==> src/rtl/pipe_mux_stage.sv <==
// pipe_mux_stage: NUM_IN-way word selector feeding a 2-entry elastic (skid) output register.
// Define SEL_CHECK_EN to add the sticky out-of-range select flag on sel_err.
module pipe_mux_stage #(
  parameter int WIDTH  = 32,
  parameter int NUM_IN = 4,
  parameter int SEL_W  = 2
) (
  input  logic                    clk,
  input  logic                    reset,
  input  logic                    flush,
  input  logic [NUM_IN*WIDTH-1:0] in_data,
  input  logic [SEL_W-1:0]        sel,
  input  logic                    in_valid,
  output logic                    in_ready,
  output logic [WIDTH-1:0]        out_data,
  output logic                    out_valid,
  input  logic                    out_ready
`ifdef SEL_CHECK_EN
  ,
  output logic                    sel_err
`endif
);

  typedef enum logic [1:0] {
    EMPTY,
    BUSY,
    FULL
  } state_e;

  state_e           state_q;
  logic [WIDTH-1:0] outData_q;
  logic [WIDTH-1:0] skidData_q;
  logic             outValid_q;
  logic             inReady_q;
  logic [WIDTH-1:0] word_d;
  logic             accept;

  assign accept    = in_valid & inReady_q;
  assign in_ready  = inReady_q;
  assign out_data  = outData_q;
  assign out_valid = outValid_q;

  // Out-of-range selects match no input and leave the word at zero.
  always_comb begin
    word_d = '0;
    for (int k = 0; k < NUM_IN; k++) begin
      if (sel == SEL_W'(k)) begin
        word_d = in_data[k*WIDTH +: WIDTH];
      end
    end
  end

  always_ff @(posedge clk or posedge reset) begin
    if (reset) begin
      state_q    <= EMPTY;
      outData_q  <= '0;
      skidData_q <= '0;
      outValid_q <= 1'b0;
      inReady_q  <= 1'b1;
    end else if (flush) begin
      state_q    <= EMPTY;
      outValid_q <= 1'b0;
      inReady_q  <= 1'b1;
    end else begin
      case (state_q)
        EMPTY: begin
          if (accept) begin
            outData_q  <= word_d;
            outValid_q <= 1'b1;
            state_q    <= BUSY;
          end
        end
        BUSY: begin
          if (accept && out_ready) begin
            outData_q <= word_d;
          end else if (accept) begin
            // Downstream stalled: park the new word behind the held one.
            skidData_q <= word_d;
            inReady_q  <= 1'b0;
            state_q    <= FULL;
          end else if (out_ready) begin
            outValid_q <= 1'b0;
            state_q    <= EMPTY;
          end
        end
        FULL: begin
          if (out_ready) begin
            outData_q <= skidData_q;
            inReady_q <= 1'b1;
            state_q   <= BUSY;
          end
        end
        default: begin
          outValid_q <= 1'b0;
          inReady_q  <= 1'b1;
          state_q    <= EMPTY;
        end
      endcase
    end
  end

`ifdef SEL_CHECK_EN
  localparam logic [SEL_W:0] NUM_IN_W = (SEL_W+1)'(NUM_IN);

  logic selErr_q;

  assign sel_err = selErr_q;

  // Sticky until reset; a word discarded by flush does not count as accepted.
  always_ff @(posedge clk or posedge reset) begin
    if (reset) begin
      selErr_q <= 1'b0;
    end else if (accept && !flush && ({1'b0, sel} >= NUM_IN_W)) begin
      selErr_q <= 1'b1;
    end
  end
`endif

endmodule

==> config.mk <==
export PLATFORM = sky130hd
export DESIGN_NAME = pipe_mux_stage
export DESIGN_NICKNAME = d
export VERILOG_FILES = /design/src/rtl/pipe_mux_stage.sv
export SDC_FILE = /design/constraint.sdc
export NUM_CORES = 1
export LEC_CHECK = 0
export CORE_ASPECT_RATIO = 0.75
export CORE_MARGIN = 5
export CORE_UTILIZATION = 45
export CTS_BUF_LIST = sky130_fd_sc_hd__clkbuf_4 sky130_fd_sc_hd__clkbuf_8
export DETAILED_ROUTE_END_ITERATION = 10
export GPL_TIMING_DRIVEN = 0
export PLACE_DENSITY = 0.93
export SYNTH_ARGS = -nofsm -noshare
export SYNTH_HDL_FRONTEND = slang
export SYNTH_SLANG_ARGS = --single-unit
==> constraint.sdc <==
create_clock -name clk -period 2.66 [get_ports clk]
set_input_delay 0.399 -clock clk [delete_from_list [all_inputs] [get_ports clk]]
set_output_delay 0.399 -clock clk [all_outputs]
set_load 0.005 [all_outputs]
After elaboration in Yosys (flattened, before gate mapping)
Cells that the tools add are included.
Word-level totals
  bits in registers: 68
  bits of input ports: 135
  output and inout port bits: 34
  logic and storage cells: 60
Operators by class
  equal/unequal tests: 17
  multiplexer cells: 26
  bitwise operators: 3
  reductions and logical operators: 9
Operators by type and width (number)
  $mux 32: 7
  $pmux 32 s3: 1
  $ne 3x3->1 const B: 6
  $mux 2: 6
  $reduce_and 4->1: 3
  $ne 2x2->1 const B: 5
  $reduce_and 5->1: 2
  $mux 1: 9
  $eq 2x2->1 const B: 3
  $pmux 1 s3: 2
  $pmux 2 s3: 1
  $eq 2x1->1 const B: 2
  $logic_not 2->1: 2
  $ne 4x4->1 const B: 1
  $reduce_bool 3->1: 1
  $not 1->1: 2
  $and 1x1->1: 1
  $logic_and 1x1->1: 1

Longest topological paths before layout
  word-level depth: 7
  mapped depth: 7
  gate-level depth less buffers: 4

Worst setup path after synthesis
OpenSTA, ideal clock, no wires.
  path type: input-to-reg
  start: input port sel[0]
  end: register skidData_q[20]
  data arrival time: 1.350 ns
  setup slack: 1.175 ns
  stages on the path: 5
  path buffers: 2
  cell sequence: buf_2 buf_2 mux2_2 a21oi_1 o21ai_0
Between the ends
  word-level cells in the longest chain between the ends: 5
  elaborated cells on any way between the ends: 8
Ends and longest elaborated chain
  start: declaration: RTL line 12  | input logic [SEL_W-1:0] sel,
  $logic_not 2->1: RTL line 47  | if (sel == SEL_W'(k)) begin
  $mux 32 (3 in series): RTL line 47
  $mux 32 *: RTL line 47
  end signal: assignment: RTL line 78  | skidData_q <= word_d;
  end: declaration: RTL line 32  | logic [WIDTH-1:0] skidData_q;
Every way passes the cells marked *; elsewhere a longest branch is shown, timed or not.
A chain may end at the register's enable or synchronous reset.

Final worst setup path
  start: input port sel[1]
  end: register skidData_q[20]
The elaborated chain is that of the path after synthesis.

==> metrics.txt <==
status=completed; post-CTS setup buffer count=0; WL/cell=18.9 microns; Area Overhead vs Synth=48.3%; register area=1700 sq um; antenna cell count=0; Hold Crit Class=input port to flip-flop; crit-path max cell delay=560 ps; die width=122 microns; placer congestion estimate=0.775; CP required=2860 ps; number of port buffers=166; max cap viols=0; hold wc startpoint=out_ready; synth top area cells=dfrtp_1 (40%), mux2_2 (8.5%), o31ai_2 (8.0%); Num CTS Buffers=9; clk sinks=68; Post-Syn Instances=455; DR iter-0 viols=409; CTS hold repair buffers=0; Die Ht=94.0 microns; post-synth top area cell=dfrtp_1; syn_nets=590; Post-DP HPWL=10,800 microns; Pins Over Slew Limit=0; drt drc=0; Final #Nets=767; yosys warns=0; Routed WL=14,500 microns; clk root buf=clkbuf_8; Final setup viols=0; Startpoint Class=input port; H-tree depth=3; num ports=169; pin count of the biggest net entering global routing=69; reg2reg setup slack=900 ps; full die area=11,500 sq um; post-synthesis register bit count=68; synth cell count leaders=dfrtp_1 (67), nand2_1 (66), nor2_1 (35); setup ws final=788 ps; mean area per synthesized cell=9.31 sq um; final core occ=68.9%; fillers=688; GR Util All Layers=25.3%; worst slack at placement=493 ps; first-pass GRT wire length=22,800 microns; Top delay family on crit path=buffers and inverters; Core ar.=9120 sq um; WHS Path Cells=2; synth unique cells=32; r2r worst-path depth=5; relative slew slack=42.9%; Via Count=4,384; CP Buf/Inv Count=3; Clock Latency Late Sink=340 ps; RSZ-0062 raised after global routing=false; layout cell share with drive strength beyond 1=16.3%; Post-synth EDFFs=0; FF-to-FF Start=state_q[0]; CTS resizes=0; grt ovf=0; Routed Antenna Nets=0; TritonCTS clock tree=built; critical path depth=6; Multi-input gate area=2310 sq um; vias in the first global route=4,716; Data arrival, critical path=2070 ps; share of the synthesized area in the top cell type=39.6%; Fmax=534 MHz; fin crit period=1870 ps; FP Rows=30; total power draw=3.62 mW; Leakage=2.64 nW; cell area after synthesis=4240 sq um; Clock Tree Buf Depth=2; DRT Pass-1 Iters=7; Slew @ Worst Pin=857 ps; critical path fanouts, max=10; Initial Util=46.4%; slowest stage cell, crit path=clkdlybuf4s50_1; post-synthesis sequential area ratio=40.2%; worst-path cell chain=clkdlybuf4s50_1 -> buf_2 -> buf_1 -> nor2_1 -> a21oi_1 -> o21ai_0; Sum Neg Setup Slack=0 ps; most numerous cell in the Yosys netlist=dfrtp_1; Fin. Hold Viols=0; Pwr Density=577 nW/um^2; Crit. End Element=flip-flop; DR vias/cell=5.73; VDD IR max=0.000251 V; initial antenna violation count=0; fraction of registers with async set/reset=100%; hold endpoint=state_q[1]; clock transition at the registers of the reported paths=80 ps; ys flop type=dfrtp_1; R2R Path End=out_data[23]; Setup CP Type=input port to flip-flop; final worst-path cycle share=70.4%; clk_skew=9.24 ps
[stage by stage]
step                      std cells  hold WS (ps)  cell area, sq um
after floorplan                 455           450              4240
after global placement          749           461              6060
after detailed placement        749           465              6060
after CTS                       765           350              6280
after global routing            765           370              6280
final                           765           362              6280
[report_power, final]
group          switching (mW)  total (mW)  internal (mW)
clock                   0.404       0.939          0.535
combinational           0.517        1.20          0.679
sequential              0.173        1.49           1.32
total                    1.09        3.62           2.53
[state kept, by name, indices dropped and copies added, names as in the netlist]
register	flops
in_ready	1
out_data	32
out_valid	1
skidData_q	32
state_q	2
[logic make-up after synthesis]
| kind of cell | count (synthesis) | synth area share [%] |
|---|---|---|
| and+or+nand+nor | 145 | 16.0 |
| AOI/OAI and AO/OA | 136 | 22.4 |
| DFF | 68 | 40.2 |
| muxes | 64 | 16.1 |
| buffers and inverters | 42 | 5.32 |
[how the worst max path moves through the flow]
| stage | startpoint | end | slack (ps) |
|---|---|---|---|
| 2_1_floorplan | reset | out_data[0] | 550 |
| 3_3_place_gp | reset | state_q[0] | -570 |
| 3_5_place_dp | in_valid | skidData_q[13] | 490 |
| 4_1_cts | in_ready | in_ready | 780 |
| 5_1_grt | sel[1] | skidData_q[20] | 630 |
| 6_report | sel[1] | skidData_q[20] | 790 |
[layout make-up]
class / instances / area share, %
Buffer: 40 / 3.47
Clock buffer: 13 / 2.85
Clock inverter: 3 / 0.677
Inverter: 2 / 0.159
Multi-Input combinational cell: 345 / 36.7
Sequential cell: 68 / 27.1
Tap cell: 128 / 2.55
Timing Repair Buffer: 166 / 26.4
[cells in the final DEF, fill, tap and decap left out, types with 3 or more instances in the layout]
| cell type | instances |
|---|---|
| buf_4 | 4 |
| o31ai_1 | 6 |
| clkbuf_1 | 13 |
| nand2_1 | 66 |
| dfrtp_1 | 67 |
| o31ai_2 | 27 |
| clkdlybuf4s50_1 | 166 |
| nor2_1 | 35 |
| nor3b_1 | 11 |
| nand3b_1 | 3 |
| mux2_2 | 32 |
| buf_6 | 4 |
| o21ai_0 | 29 |
| mux2i_1 | 32 |
| o22ai_1 | 33 |
| nand2b_1 | 3 |
| a21oi_1 | 34 |
| o21ai_1 | 3 |
| clkbuf_8 | 13 |
| nor2b_1 | 22 |
| buf_2 | 17 |
[layer usage]
layer	global-route usage (%)	vias to the layer above	routed length, microns
li1	-	1983	-
met1	30.3	2075	5670
met2	43.6	296	6960
met3	7.28	30	1530
met4	8.86	0	289
met5	0	-	0
Power figures use the tool's default switching activity.
